==> config.mk <==
export PLATFORM = sky130hd
export DESIGN_NAME = control_unit_flat
export DESIGN_NICKNAME = d
export VERILOG_FILES = /design/src/rtl/ctrl_pkg.sv /design/src/rtl/control_unit_if.sv /design/src/rtl/ctrl_decoder.sv /design/src/rtl/control_unit.sv /design/src/flat_wrapper.sv
export SDC_FILE = /design/constraint.sdc
export NUM_CORES = 1
export LEC_CHECK = 0
export ABC_AREA = 1
export CAP_MARGIN = 20
export CORE_MARGIN = 10
export CORE_UTILIZATION = 40
export CTS_CLUSTER_DIAMETER = 100
export DETAILED_ROUTE_END_ITERATION = 6
export GPL_ROUTABILITY_DRIVEN = 0
export PLACE_DENSITY = 0.72
export SYNTH_ARGS = -nofsm -noshare
export SYNTH_HDL_FRONTEND = slang
export SYNTH_HIERARCHICAL = 1
export SYNTH_SLANG_ARGS = --single-unit
==> constraint.sdc <==
create_clock -name clock -period 3.8 [get_ports clock]
set_clock_uncertainty 0.1 [all_clocks]
set_input_delay 0.76 -clock clock [delete_from_list [all_inputs] [get_ports clock]]
set_output_delay 0.76 -clock clock [all_outputs]
set_load 0.03 [all_outputs]
==> src/rtl/ctrl_pkg.sv <==
// Shared encodings for the control unit: opcode/func fields, ALU operation codes,
// FSM states and the packed datapath control vector.
package ctrl_pkg;

  localparam logic [5:0] OP_RTYPE = 6'h00;
  localparam logic [5:0] OP_J     = 6'h02;
  localparam logic [5:0] OP_JAL   = 6'h03;
  localparam logic [5:0] OP_BEQ   = 6'h04;
  localparam logic [5:0] OP_BNE   = 6'h05;
  localparam logic [5:0] OP_ADDI  = 6'h08;
  localparam logic [5:0] OP_ANDI  = 6'h0C;
  localparam logic [5:0] OP_ORI   = 6'h0D;
  localparam logic [5:0] OP_LW    = 6'h23;
  localparam logic [5:0] OP_SW    = 6'h2B;

  localparam logic [5:0] FN_SLL  = 6'h00;
  localparam logic [5:0] FN_SRL  = 6'h02;
  localparam logic [5:0] FN_JR   = 6'h08;
  localparam logic [5:0] FN_MULT = 6'h18;
  localparam logic [5:0] FN_DIV  = 6'h1A;
  localparam logic [5:0] FN_ADD  = 6'h20;
  localparam logic [5:0] FN_SUB  = 6'h22;
  localparam logic [5:0] FN_AND  = 6'h24;
  localparam logic [5:0] FN_OR   = 6'h25;

  typedef enum logic [2:0] {
    ALU_ADD = 3'd0,
    ALU_SUB = 3'd1,
    ALU_AND = 3'd2,
    ALU_OR  = 3'd3,
    ALU_SLL = 3'd4,
    ALU_SRL = 3'd5,
    ALU_MUL = 3'd6,
    ALU_DIV = 3'd7
  } alu_op_e;

  typedef enum logic [2:0] {
    ST_DECODE   = 3'd0,
    ST_MD_START = 3'd1,
    ST_MD_WAIT  = 3'd2,
    ST_MD_WRITE = 3'd3,
    ST_LW_READ  = 3'd4
  } state_e;

  typedef struct packed {
    logic    mem_to_reg;
    logic    mem_write_en;
    logic    reg_write_en;
    logic    alu_reset;
    logic    imm_sl;
    logic    br_sl;
    logic    reg_dest;
    logic    jump_sl;
    logic    breq_sl;
    logic    jump_reg_sl;
    logic    instr_stall_sl;
    logic    hi_lo_sl;
    alu_op_e alu_op;
  } ctrl_t;

endpackage

==> src/rtl/control_unit_if.sv <==
// Bundle between the fetch/datapath side (master) and the control unit (slave):
// instruction fields and ALU handshake in, datapath selects/enables out.
interface control_unit_if;

  logic [5:0]  op_code;
  logic [5:0]  func;
  logic        alu_ready;
  logic        mem_to_reg;
  logic        mem_write_en;
  logic        reg_write_en;
  logic        alu_reset;
  logic        imm_sl;
  logic        br_sl;
  logic        reg_dest;
  logic        jump_sl;
  logic        breq_sl;
  logic        jump_reg_sl;
  logic        instr_stall_sl;
  logic        hi_lo_sl;
  logic [2:0]  alu_op;
  logic        illegal;
  logic [15:0] perf_stall_cnt;

  modport master (
    output op_code, func, alu_ready,
    input  mem_to_reg, mem_write_en, reg_write_en, alu_reset, imm_sl, br_sl, reg_dest,
           jump_sl, breq_sl, jump_reg_sl, instr_stall_sl, hi_lo_sl, alu_op, illegal,
           perf_stall_cnt
  );

  modport slave (
    input  op_code, func, alu_ready,
    output mem_to_reg, mem_write_en, reg_write_en, alu_reset, imm_sl, br_sl, reg_dest,
           jump_sl, breq_sl, jump_reg_sl, instr_stall_sl, hi_lo_sl, alu_op, illegal,
           perf_stall_cnt
  );

endinterface

==> src/rtl/ctrl_decoder.sv <==
// Pure combinational instruction decode: op_code/func to control vector, plus flags
// that tell the sequencer an instruction needs the MULT/DIV or LW multi-cycle path.
module ctrl_decoder
  import ctrl_pkg::*;
(
  input  logic [5:0] op_code_i,
  input  logic [5:0] func_i,
  output ctrl_t      ctrl_o,
  output logic       is_md_o,
  output logic       is_lw_o,
  output logic       illegal_o
);

  always_comb begin
    ctrl_o        = '0;
    ctrl_o.alu_op = ALU_ADD;
    is_md_o       = 1'b0;
    is_lw_o       = 1'b0;
    illegal_o     = 1'b0;
    case (op_code_i)
      OP_RTYPE: begin
        case (func_i)
          FN_ADD: begin ctrl_o.reg_write_en = 1'b1; ctrl_o.alu_op = ALU_ADD; end
          FN_SUB: begin ctrl_o.reg_write_en = 1'b1; ctrl_o.alu_op = ALU_SUB; end
          FN_AND: begin ctrl_o.reg_write_en = 1'b1; ctrl_o.alu_op = ALU_AND; end
          FN_OR:  begin ctrl_o.reg_write_en = 1'b1; ctrl_o.alu_op = ALU_OR;  end
          FN_SLL: begin ctrl_o.reg_write_en = 1'b1; ctrl_o.alu_op = ALU_SLL; end
          FN_SRL: begin ctrl_o.reg_write_en = 1'b1; ctrl_o.alu_op = ALU_SRL; end
          FN_JR:  begin ctrl_o.jump_sl = 1'b1; ctrl_o.jump_reg_sl = 1'b1; end
          FN_MULT, FN_DIV: begin
            // Issue cycle: reset the iterative ALU and hold the PC.
            is_md_o               = 1'b1;
            ctrl_o.alu_reset      = 1'b1;
            ctrl_o.instr_stall_sl = 1'b1;
            ctrl_o.alu_op         = (func_i == FN_DIV) ? ALU_DIV : ALU_MUL;
          end
          default: illegal_o = 1'b1;
        endcase
      end
      OP_ADDI: begin ctrl_o.imm_sl = 1'b1; ctrl_o.reg_dest = 1'b1; ctrl_o.reg_write_en = 1'b1; end
      OP_ANDI: begin
        ctrl_o.imm_sl = 1'b1; ctrl_o.reg_dest = 1'b1; ctrl_o.reg_write_en = 1'b1;
        ctrl_o.alu_op = ALU_AND;
      end
      OP_ORI: begin
        ctrl_o.imm_sl = 1'b1; ctrl_o.reg_dest = 1'b1; ctrl_o.reg_write_en = 1'b1;
        ctrl_o.alu_op = ALU_OR;
      end
      OP_SW:  begin ctrl_o.imm_sl = 1'b1; ctrl_o.mem_write_en = 1'b1; end
      OP_BEQ: begin ctrl_o.br_sl = 1'b1; ctrl_o.breq_sl = 1'b1; ctrl_o.alu_op = ALU_SUB; end
      OP_BNE: begin ctrl_o.br_sl = 1'b1; ctrl_o.alu_op = ALU_SUB; end
      OP_J:   ctrl_o.jump_sl = 1'b1;
      OP_JAL: begin ctrl_o.jump_sl = 1'b1; ctrl_o.reg_write_en = 1'b1; end
      OP_LW: begin
        // Address goes out this cycle; the synchronous memory answers next cycle.
        is_lw_o               = 1'b1;
        ctrl_o.instr_stall_sl = 1'b1;
        ctrl_o.imm_sl         = 1'b1;
      end
      default: illegal_o = 1'b1;
    endcase
  end

endmodule

==> src/rtl/control_unit.sv <==
// Control unit: same-cycle decode for single-cycle ops, FSM sequencing for MULT/DIV and LW.
// Optional stall-cycle performance counter enabled by defining CTRL_PERF_CNT_EN.
module control_unit
  import ctrl_pkg::*;
#(
  parameter int unsigned MAX_WAIT = 256
) (
  input logic           clock,
  input logic           reset,
  control_unit_if.slave bus
);

  localparam logic [7:0] LAST_CNT = 8'(MAX_WAIT - 1);

  ctrl_t   dec_ctrl;
  logic    dec_md;
  logic    dec_lw;
  logic    dec_illegal;
  state_e  state_q;
  alu_op_e md_op_q;
  logic [7:0] cnt_q;
  logic    md_timeout;
  ctrl_t   out_c;
  logic    illegal_c;

  ctrl_decoder u_decoder (
    .op_code_i (bus.op_code),
    .func_i    (bus.func),
    .ctrl_o    (dec_ctrl),
    .is_md_o   (dec_md),
    .is_lw_o   (dec_lw),
    .illegal_o (dec_illegal)
  );

  assign md_timeout = (state_q == ST_MD_WAIT) && !bus.alu_ready && (cnt_q == LAST_CNT);

  always_ff @(posedge clock) begin
    if (reset) begin
      state_q <= ST_DECODE;
      md_op_q <= ALU_ADD;
      cnt_q   <= '0;
    end else begin
      case (state_q)
        ST_DECODE: begin
          if (dec_md) begin
            state_q <= ST_MD_START;
            md_op_q <= dec_ctrl.alu_op;
          end else if (dec_lw) begin
            state_q <= ST_LW_READ;
          end
        end
        ST_MD_START: begin
          state_q <= ST_MD_WAIT;
          cnt_q   <= '0;
        end
        ST_MD_WAIT: begin
          if (bus.alu_ready)   state_q <= ST_MD_WRITE;
          else if (md_timeout) state_q <= ST_DECODE;
          else                 cnt_q   <= cnt_q + 8'd1;
        end
        ST_MD_WRITE: state_q <= ST_DECODE;
        ST_LW_READ:  state_q <= ST_DECODE;
        default:     state_q <= ST_DECODE;
      endcase
    end
  end

  // On timeout the stall drops in the aborting cycle so the PC moves past the faulty op.
  always_comb begin
    out_c        = '0;
    out_c.alu_op = ALU_ADD;
    illegal_c    = 1'b0;
    case (state_q)
      ST_DECODE: begin
        out_c     = dec_ctrl;
        illegal_c = dec_illegal;
      end
      ST_MD_START: begin
        out_c.instr_stall_sl = 1'b1;
        out_c.alu_op         = md_op_q;
      end
      ST_MD_WAIT: begin
        out_c.instr_stall_sl = !md_timeout;
        out_c.alu_op         = md_op_q;
        illegal_c            = md_timeout;
      end
      ST_MD_WRITE: begin
        out_c.hi_lo_sl     = 1'b1;
        out_c.reg_write_en = 1'b1;
        out_c.alu_op       = md_op_q;
      end
      ST_LW_READ: begin
        out_c.imm_sl       = 1'b1;
        out_c.mem_to_reg   = 1'b1;
        out_c.reg_dest     = 1'b1;
        out_c.reg_write_en = 1'b1;
      end
      default: ;
    endcase
    if (reset) begin
      out_c        = '0;
      out_c.alu_op = ALU_ADD;
      illegal_c    = 1'b0;
    end
  end

  assign bus.mem_to_reg     = out_c.mem_to_reg;
  assign bus.mem_write_en   = out_c.mem_write_en;
  assign bus.reg_write_en   = out_c.reg_write_en;
  assign bus.alu_reset      = out_c.alu_reset;
  assign bus.imm_sl         = out_c.imm_sl;
  assign bus.br_sl          = out_c.br_sl;
  assign bus.reg_dest       = out_c.reg_dest;
  assign bus.jump_sl        = out_c.jump_sl;
  assign bus.breq_sl        = out_c.breq_sl;
  assign bus.jump_reg_sl    = out_c.jump_reg_sl;
  assign bus.instr_stall_sl = out_c.instr_stall_sl;
  assign bus.hi_lo_sl       = out_c.hi_lo_sl;
  assign bus.alu_op         = out_c.alu_op;
  assign bus.illegal        = illegal_c;

`ifdef CTRL_PERF_CNT_EN
  logic [15:0] perf_q;

  always_ff @(posedge clock) begin
    if (reset) begin
      perf_q <= '0;
    end else if (out_c.instr_stall_sl && (perf_q != 16'hFFFF)) begin
      perf_q <= perf_q + 16'd1;
    end
  end

  assign bus.perf_stall_cnt = perf_q;
`else
  assign bus.perf_stall_cnt = 16'd0;
`endif

endmodule

==> src/flat_wrapper.sv <==
// flat-port wrapper written by rule: the top's interface ports become plain ports
module control_unit_flat import ctrl_pkg::*;
#(
  parameter int unsigned MAX_WAIT = 256
)
  (clock, reset, bus_op_code, bus_func, bus_alu_ready, bus_mem_to_reg, bus_mem_write_en, bus_reg_write_en, bus_alu_reset, bus_imm_sl, bus_br_sl, bus_reg_dest, bus_jump_sl, bus_breq_sl, bus_jump_reg_sl, bus_instr_stall_sl, bus_hi_lo_sl, bus_alu_op, bus_illegal, bus_perf_stall_cnt);
  control_unit_if bus_i ();
  input logic clock;
  input logic reset;
  input wire logic [$bits(bus_i.op_code)-1:0] bus_op_code;
  input wire logic [$bits(bus_i.func)-1:0] bus_func;
  input wire logic [$bits(bus_i.alu_ready)-1:0] bus_alu_ready;
  output wire logic [$bits(bus_i.mem_to_reg)-1:0] bus_mem_to_reg;
  output wire logic [$bits(bus_i.mem_write_en)-1:0] bus_mem_write_en;
  output wire logic [$bits(bus_i.reg_write_en)-1:0] bus_reg_write_en;
  output wire logic [$bits(bus_i.alu_reset)-1:0] bus_alu_reset;
  output wire logic [$bits(bus_i.imm_sl)-1:0] bus_imm_sl;
  output wire logic [$bits(bus_i.br_sl)-1:0] bus_br_sl;
  output wire logic [$bits(bus_i.reg_dest)-1:0] bus_reg_dest;
  output wire logic [$bits(bus_i.jump_sl)-1:0] bus_jump_sl;
  output wire logic [$bits(bus_i.breq_sl)-1:0] bus_breq_sl;
  output wire logic [$bits(bus_i.jump_reg_sl)-1:0] bus_jump_reg_sl;
  output wire logic [$bits(bus_i.instr_stall_sl)-1:0] bus_instr_stall_sl;
  output wire logic [$bits(bus_i.hi_lo_sl)-1:0] bus_hi_lo_sl;
  output wire logic [$bits(bus_i.alu_op)-1:0] bus_alu_op;
  output wire logic [$bits(bus_i.illegal)-1:0] bus_illegal;
  output wire logic [$bits(bus_i.perf_stall_cnt)-1:0] bus_perf_stall_cnt;
  assign bus_i.op_code = bus_op_code;
  assign bus_i.func = bus_func;
  assign bus_i.alu_ready = bus_alu_ready;
  assign bus_mem_to_reg = bus_i.mem_to_reg;
  assign bus_mem_write_en = bus_i.mem_write_en;
  assign bus_reg_write_en = bus_i.reg_write_en;
  assign bus_alu_reset = bus_i.alu_reset;
  assign bus_imm_sl = bus_i.imm_sl;
  assign bus_br_sl = bus_i.br_sl;
  assign bus_reg_dest = bus_i.reg_dest;
  assign bus_jump_sl = bus_i.jump_sl;
  assign bus_breq_sl = bus_i.breq_sl;
  assign bus_jump_reg_sl = bus_i.jump_reg_sl;
  assign bus_instr_stall_sl = bus_i.instr_stall_sl;
  assign bus_hi_lo_sl = bus_i.hi_lo_sl;
  assign bus_alu_op = bus_i.alu_op;
  assign bus_illegal = bus_i.illegal;
  assign bus_perf_stall_cnt = bus_i.perf_stall_cnt;
  control_unit #(.MAX_WAIT(MAX_WAIT)) u_core (.clock(clock), .reset(reset), .bus(bus_i));
endmodule
# --- Word-level counts from Yosys, hierarchy flattened ---
# Cells that the tools add are included.
word_totals:
  memories: 0
  output_inout_bits: 32
  mem_bits_ro: 0
  ramBits: 0
  latch_bits: 0
  ff_bits: 14
  in_bits: 15
  wordCells: 93
op_classes:
  n_eq_ne: 26
  n_mul: 0
  div: 0
  n_mux: 41
  bitwise_logic: 0
  shifts: 0
  reduce_logical: 22
  addsub: 1
  order_cmp: 0
ops:
  columns: ["operator", "count"]
  rows:
  - ["$eq A6 B6 Y1 const B", 6]
  - ["$eq A6 B4 Y1 const B", 4]
  - ["$mux W1", 19]
  - ["$eq A6 B2 Y1 const B", 3]
  - ["$pmux W3 S6", 1]
  - ["$reduce_or A9 Y1", 2]
  - ["$mux W8", 2]
  - ["$pmux W1 S2", 8]
  - ["$pmux W8 S2", 1]
  - ["$mux W15", 1]
  - ["$mux W3", 5]
  - ["$eq A6 B3 Y1 const B", 2]
  - ["$eq A6 B5 Y1 const B", 2]
  - ["$logic_not A6 Y1", 2]
  - ["$pmux W3 S4", 1]
  - ["$pmux W3 S3", 1]
  - ["$add A8 B1 Y8 const B", 1]
  - ["$eq A8 B8 Y1 const B", 1]
  - ["$reduce_or A2 Y1", 4]
  - ["$eq A3 B2 Y1 const B", 2]
  - ["$pmux W3 S2", 1]
  - ["$reduce_or A3 Y1", 2]
  - ["$reduce_or A6 Y1", 1]
  - ["$reduce_or A5 Y1", 1]
  - ["other kinds (13)", 17]

# --- Depth between registers and ports, before layout ---
# Gate-level depths: netlist (run 1).
logic_depth:
  ltp_word: 6
  mapped_depth: 10
  ltp_nobuf: 10

# --- Hierarchy ---
# Netlist (run 1), hierarchy kept.
by_module_without_submodules:
  columns: ["module", "seq_area_each_um2", "area_each_um2", "cells_per_inst", "n_inst"]
  rows:
  - ["control_unit", 280.3, 1104.8, 169, 1]
  - ["ctrl_decoder", 0.0, 460.4, 88, 1]

# --- Worst setup path before layout (run 1) ---
# No wires, ideal clock.
synth_path:
  path_type: "input port to output port"
  from: "input port bus_op_code[1]"
  to: "output port bus_alu_reset"
  path_buffers: 1
  required_time_ps: 2940
  slack_ps: 1001
  cell_stages: 6
  arrival_time_ps: 1939
  cell_sequence: "inv_1 -> nand4_4 -> nor2_1 -> buf_4 -> inv_1 -> nor2_1"
synth_via:
  elab_chain_cells: 4
synth_lines:
  columns: ["item", "line_no", "rtl"]
  rows:
  - ["start: declaration", "flat_wrapper.sv:10", "input wire logic [$bits(bus_i.op_code)-1:0] bus_op_code;"]
  - ["$logic_not A6 Y1", null, null]
  - ["$mux W1", null, null]
  - ["net u_core.dec_md", "control_unit.sv:16", "logic dec_md;"]
  - ["$mux W1", "control_unit.sv:73", "case (state_q)"]
  - ["$mux W15", "control_unit.sv:100", "if (reset) begin"]
  - ["end: declaration", "flat_wrapper.sv:16", "output wire logic [$bits(bus_i.alu_reset)-1:0] bus_alu_reset;"]
# The timed path passes the listed nets, and every way through them passes these cells.

==> results of run 1 <==
-- worst paths after layout --
check | to | slack (ns) | cells after the start
hold reg to reg | u_core/md_op_q[1] | 0.37 | 2
hold / removal | u_core/md_op_q[1] | 0.37 | 2
setup reg to reg | u_core/cnt_q[6] | 2.21 | 8
setup / recovery | bus_instr_stall_sl | 0.20 | 9
-- repair_timing --
item                       4_1_cts  5_1_grt
buffers inserted                 0        0
gates resized for setup          0        5
setup endpoints to repair        0        5
-- worst register-to-register path, stage by stage, from the launching register on --
cell and delay [ns]:
dfxtp_1 0.40, ha_1 0.21, nand2_2 0.10, nor2_4 0.15, nand2_2 0.07, nand2_4 0.12, nand2_4 0.13, a21oi_1 0.17
nor2_1 0.05
-- sequential cells by signal (all words and copies together), names as in the netlist --
register,cells
u_core/cnt_q,8
u_core/md_op_q,3
u_core/state_q,3
-- Yosys cell counts (all sizes together) --
| master | count |
|---|---|
| nand2 | 70 |
| nor2 | 65 |
| inv | 30 |
| buf | 21 |
| nand3 | 19 |
| a21oi | 18 |
| dfxtp | 14 |
| o21ai | 8 |
| conb | 2 |
| o22ai | 2 |
| a22oi | 1 |
| clkbuf | 1 |
| ha | 1 |
| nand3b | 1 |
| nand4 | 1 |
| nor3b | 1 |
| o2111ai | 1 |
| o31ai | 1 |
-- area by class of cell --
cell class	count	area, µm²
tap	48	60.06
sequential	14	280.3
timing repair buffer	33	335.3
clock buffer	4	55.05
fill	400	1813
inverter	30	112.6
multi-input combinational	207	1060
-- stage by stage --
stage / instances / area (µm²) / total power [µW] / utilization / setup slack, ns
2_1_floorplan: 273 / 1625 / 226.4 / - / 1.001
3_3_place_gp: 332 / 1836 / 248.3 / 0.4939 / 0.07455
3_5_place_dp: 332 / 1836 / 249.1 / 0.4939 / 0.08936
4_1_cts: 336 / 1891 / 396.3 / 0.5088 / 0.06802
5_1_grt: 336 / 1903 / 413.3 / 0.5121 / 0.01077
6_report: 336 / 1903 / 393.3 / 0.5121 / 0.1990
-- per-layer routing --
metal  part of all wire  GRT usage
met1               0.47     0.1499
met2               0.45     0.1983
met3              0.070    0.02916
met4             0.0076    0.02341
met5                  0          0
-- cells by family after synthesis --
kind of cell | Yosys count | synth area share
and+or+nand+nor | 157 | 0.5100
buffers and inverters | 52 | 0.1823
adders and majority gates | 1 | 0.007992
AOI/OAI and AO/OA | 31 | 0.1159
DFF | 14 | 0.1791
other | 2 | 0.004798
-- report_power, final --
group          switching (µW)  internal [µW]  leakage, µW
logic                    67.7           31.3     0.000767
registers               0.497            147     0.000113
clock network            55.0           91.8    0.0000288
==> results.sh, run 1 <==
export IMPL_grt_overflow=0
export IMPL_layout_commonest_cell="nand2_1"
export IMPL_ant_nets=0
export IMPL_slew_violations=0
export IMPL_critical_path_max_stage_delay_ns=0.66
export IMPL_synth_top_area_share=0.1791
export IMPL_synthTopCellsByArea="dfxtp_1 (18%), nand2_1 (14%), nor2_1 (13%), buf_4 (9.1%), nor2_4 (6.5%)"
export IMPL_wl_um=3799
export IMPL_synth_seq_area_share=0.1791
export IMPL_io_buffers=30
export IMPL_start_util=0.4212
export IMPL_critical_path_max_fanout=6
export IMPL_cts_sinks=14
export IMPL_hold_ws_ns=0.3668
export IMPL_clock_path_buffers=2
export IMPL_place_hpwl_um=3094
export IMPL_cts_inserted_buffers=3
export IMPL_drtIter0Drc=107
export IMPL_critPathSlowestCell="clkdlybuf4s50_1"
export IMPL_critPathArrivalTime_ns=2.74
export IMPL_rsz0062_at_grt="false"
export IMPL_fmax_ghz=0.2777
export IMPL_p_leak_uw=0.0009088
export IMPL_finalSetupViolCount=0
export IMPL_die_h_um=82.56
export IMPL_area_growth_pct=21.58
export IMPL_route_detailed_drc=0
export IMPL_grt_pass1_vias=1468
export IMPL_syn_cell_area_um2=1565
export IMPL_vias_per_cell=4.628
export IMPL_outcome="complete, no violations"
export IMPL_cp_startpoint="bus_op_code[2]"
export IMPL_core_um2=3716
export IMPL_crit_family="buffers and inverters"
export IMPL_cts_tree="yes"
export IMPL_yosys_warnings=6
export IMPL_crit_required_ns=2.94
export IMPL_diodes=0
export IMPL_r2r_start="u_core/cnt_q[0]"
export IMPL_maxCapViolCount=0
export IMPL_hp_class="reg -> reg"
export IMPL_grt_pass1_wl_um=6644
export IMPL_startpoint_type="input pin"
export IMPL_hold_violations=0
export IMPL_wl_per_cell_um=11.31
export IMPL_worst_ir_drop_vdd_uv=86.75
export IMPL_htreeDepth=1
export IMPL_syn_avg_cell_area_um2=6.090
export IMPL_final_cell_mix="nand2_1 (57), nor2_1 (53), clkdlybuf4s50_1 (25), inv_1 (25), conb_1 (18)"
export IMPL_clkLatencyLatePin_ns=0.25
export IMPL_layout_nets=305
export IMPL_criticalPathCategory="in -> out"
export IMPL_critPathMostFrequentCell="nand2_1"
export IMPL_drt_pass1_iter_count=4
export IMPL_holdBufCountCts=0
export IMPL_ioPinCount=47
export IMPL_critPathBufInv=3
export IMPL_fin_crit_ns=3.601
export IMPL_grt_max_degree=12
export IMPL_dieArea_um2=6815
export IMPL_cellPowerDensity_nw_per_um2=206.6
export IMPL_synth_cells=257
export IMPL_drive_above_1_share=0.1597
export IMPL_cts_root_buf="clkbuf_8"
export IMPL_track_usage=0.1182
export IMPL_vias=1555
export IMPL_crit_chain="clkdlybuf4s50_1 > nor2_1 > nand3_2 > o22ai_1 > nand2_1 > nand2_1 > nand2_1 > inv_1 > clkdlybuf4s50_1"
export IMPL_yosysUniqueCellTypes=30
export IMPL_rows=22
export IMPL_worstSetupEndpointType="primary output"
export IMPL_ys_seq_elements=14
export IMPL_setup_tns_ns=0
export IMPL_yosysTopAreaCell="dfxtp_1"
export IMPL_min_period_over_period=0.9476
export IMPL_hold_start="u_core/md_op_q[1]"
export IMPL_cts_clk_slew_worst_paths_ns=0.06
export IMPL_die_w_um=82.56
export IMPL_antenna_found_initial=0
Note: power is estimated with default switching activity, not from simulation.
==> run 2, diff against run 1 <==
Settings changed: GPL_ROUTABILITY_DRIVEN 0 to not set.
==> results of run 2 <==
Final layout, timing and power as in run 1 (identical DEF).
==> run 3, diff against run 2 <==
Settings changed: PLACE_DENSITY 0.72 to 0.74, SYNTH_HIERARCHICAL 1 to not set.
==> results.sh, run 3 <==
export IMPL_outcome="complete, no violations"
export IMPL_vias=1423
export IMPL_ioPinCount=47
export IMPL_holdBufCountCts=0
export IMPL_largest_reg_flops=8
export IMPL_die_w_um=78.31
export IMPL_die_h_um=78.31
export IMPL_post_cts_resized=0
export IMPL_wl_um=3408
export IMPL_rsz0062_at_grt="false"
export IMPL_reg2reg_depth=6
export IMPL_cts_inserted_buffers=3
export IMPL_worst_path_stages=7
export IMPL_holdPathStages=2
export IMPL_synth_edff_count=0
export IMPL_synth_seq_area_share=0.2061
export IMPL_synth_cells=219
export IMPL_startpoint_type="input pin"
export IMPL_crit_family="buffers and inverters"
export IMPL_layout_commonest_cell="nor2_1"
export IMPL_rows=21
export IMPL_hold_path_end="u_core.md_op_q[2]"
export IMPL_grt_pass1_vias=1365
export IMPL_synth_common_cells="nor2_1 (40), nand2_1 (34), inv_1 (32), nand3_1 (26), buf_4 (16)"
export IMPL_crit_chain="clkdlybuf4s50_1 > nor2_1 > nand3_2 > inv_1 > a22oi_1 > o21ai_0 > clkdlybuf4s50_1"
export IMPL_track_usage=0.1099
export IMPL_timing_rr_end="u_core.state_q[1]"
export IMPL_drt_pass1_iter_count=4
export IMPL_reg_largest_list="u_core.cnt_q: 8 flops, u_core.md_op_q: 3 flops, u_core.state_q: 3 flops"
export IMPL_core_um2=3311
export IMPL_hp_class="reg -> reg"
export IMPL_cts_clk_slew_worst_paths_ns=0.09
export IMPL_critPathMostFrequentCell="clkdlybuf4s50_1"
export IMPL_drive_above_1_share=0.1230
export IMPL_cts_tree="yes"
export IMPL_syn_cell_area_um2=1360
export IMPL_ys_seq_elements=14
export IMPL_fin_util=0.5144
export IMPL_maxCapViolCount=0
export IMPL_route_detailed_drc=0
export IMPL_gp_congestion=0.8841
export IMPL_final_cell_mix="nor2_1 (40), nand2_1 (34), inv_1 (32)"
export IMPL_worstSetupEndpointType="primary output"
export IMPL_clock_path_buffers=2
export IMPL_ant_nets=0
export IMPL_grt_pass1_wl_um=5927
export IMPL_fmax_ghz=0.2762
export IMPL_drtIter0Drc=82
export IMPL_wl_per_cell_um=11.44
export IMPL_yosysTopAreaCell="dfxtp_1"
export IMPL_crit_required_ns=2.94
export IMPL_min_period_over_period=0.9526
export IMPL_vias_per_cell=4.775
export IMPL_cts_root_buf="clkbuf_4"
export IMPL_critPathBufInv=3
export IMPL_setup_tns_ns=0
export IMPL_dieArea_um2=6132
export IMPL_hold_violations=0
export IMPL_post_cts_setup_buffers=0
export IMPL_finalSetupViolCount=0
export IMPL_critPathSlowestCell="clkdlybuf4s50_1"
export IMPL_diodes=0
export IMPL_critPathArrivalTime_ns=2.76
export IMPL_critical_path_max_fanout=5
export IMPL_grt_overflow=0
export IMPL_cts_sinks=14
export IMPL_slew_violations=0
export IMPL_yosysMostFrequentCell="nor2_1"
export IMPL_synth_top_area_share=0.2061
export IMPL_rrSetupSlack_ns=2.16
export IMPL_critical_path_max_stage_delay_ns=0.70
export IMPL_hold_start="u_core.md_op_q[2]"
export IMPL_start_util=0.4108
export IMPL_top_register="u_core.cnt_q"
export IMPL_area_growth_pct=25.21
export IMPL_antenna_found_initial=0
export IMPL_yosys_warnings=0
export IMPL_synthArstFlopShare=0
export IMPL_worst_ir_drop_vdd_uv=101.7
export IMPL_synthTopCellsByArea="dfxtp_1 (21%), nor2_1 (11%), nand3_1 (9.6%), nand2_1 (9.4%), buf_4 (8.8%)"
export IMPL_cellPowerDensity_nw_per_um2=198.5
export IMPL_syn_avg_cell_area_um2=6.210
export IMPL_r2r_start="u_core.cnt_q[0]"
export IMPL_criticalPathCategory="in -> out"
export IMPL_p_leak_uw=0.0008414
export IMPL_fin_crit_ns=3.620
export IMPL_yosysUniqueCellTypes=33
export IMPL_clkLatencyLatePin_ns=0.28
export IMPL_hold_ws_ns=0.3762
export IMPL_grt_max_degree=15
export IMPL_synth_ff_type="dfxtp_1"
export IMPL_htreeDepth=1
export IMPL_layout_nets=269
export IMPL_io_buffers=30
export IMPL_place_hpwl_um=2856
==> run 3: stage by stage <==
step | area (µm²) | setup WS (ns) | power [µW] | cells
2_1_floorplan | 1416 | 0.9047 | 212.8 | 234
3_3_place_gp | 1662 | 0.1789 | 229.4 | 294
3_5_place_dp | 1662 | 0.1559 | 229.3 | 294
4_1_cts | 1698 | 0.1474 | 338.6 | 298
5_1_grt | 1703 | 0.0004741 | 356.1 | 298
6_report | 1703 | 0.1800 | 338.0 | 298
==> run 3: logic make-up (layout without fill, tap and decap cells) <==
logic type               after synthesis  after routing  synth area share
other                                  1             16          0.002757
AO/OA/AOI/OAI                         23             23            0.1095
buffers and inverters                 54             72            0.1932
XOR/XNOR                               2              2           0.01288
AND/OR/NAND/NOR                      124            124            0.4664
flip-flops                            14             14            0.2061
adder cells (fa/ha/maj)                1              1          0.009198
==> run 3: metal layers <==
layer	vias up	routed length, µm	global-route usage	share of wire
met2	56	1566	0.1867	0.46
met1	635	1534	0.1327	0.45
met3	2	288	0.03759	0.085
li1	730	-	-	-
met5	-	0	0	0
met4	0	18	0.01792	0.0053
==> run 3: how the worst max path moves through the flow <==
stage              startpoint       endpoint  slack, ns
6_report       bus_op_code[2]  bus_alu_op[1]       0.18
5_1_grt        bus_op_code[5]     bus_imm_sl     0.0005
4_1_cts           bus_func[5]  bus_alu_op[0]       0.15
3_5_place_dp      bus_func[5]  bus_alu_op[0]       0.16
3_3_place_gp   bus_op_code[2]  bus_alu_op[2]       0.18
2_1_floorplan           reset    bus_jump_sl       0.90
==> run 3: final cells by class <==
cell class              count  area (µm²)
clock buffers               4       36.28
fillers                   354        1608
inverters                  36       135.1
multi-input cells         166       873.3
flip-flops and latches     14       280.3
well taps                  46       57.56
repair buffers             32       320.3
==> run 3: where the power goes <==
part | switching [µW] | internal (µW) | total, µW
Sequential | 0.160 | 147 | 147
Clock | 52.6 | 58.3 | 111
Combinational | 55.0 | 25.2 | 80.2
Total | 108 | 230 | 338
==> run 3: worst reg2reg max path, cell delays in order (launching register included) <==
cell	delay [ns]
dfxtp_1	0.42
ha_1	0.23
nand2_1	0.10
nor3_1	0.31
nand4_1	0.21
nand2_1	0.13
nor2_1	0.04
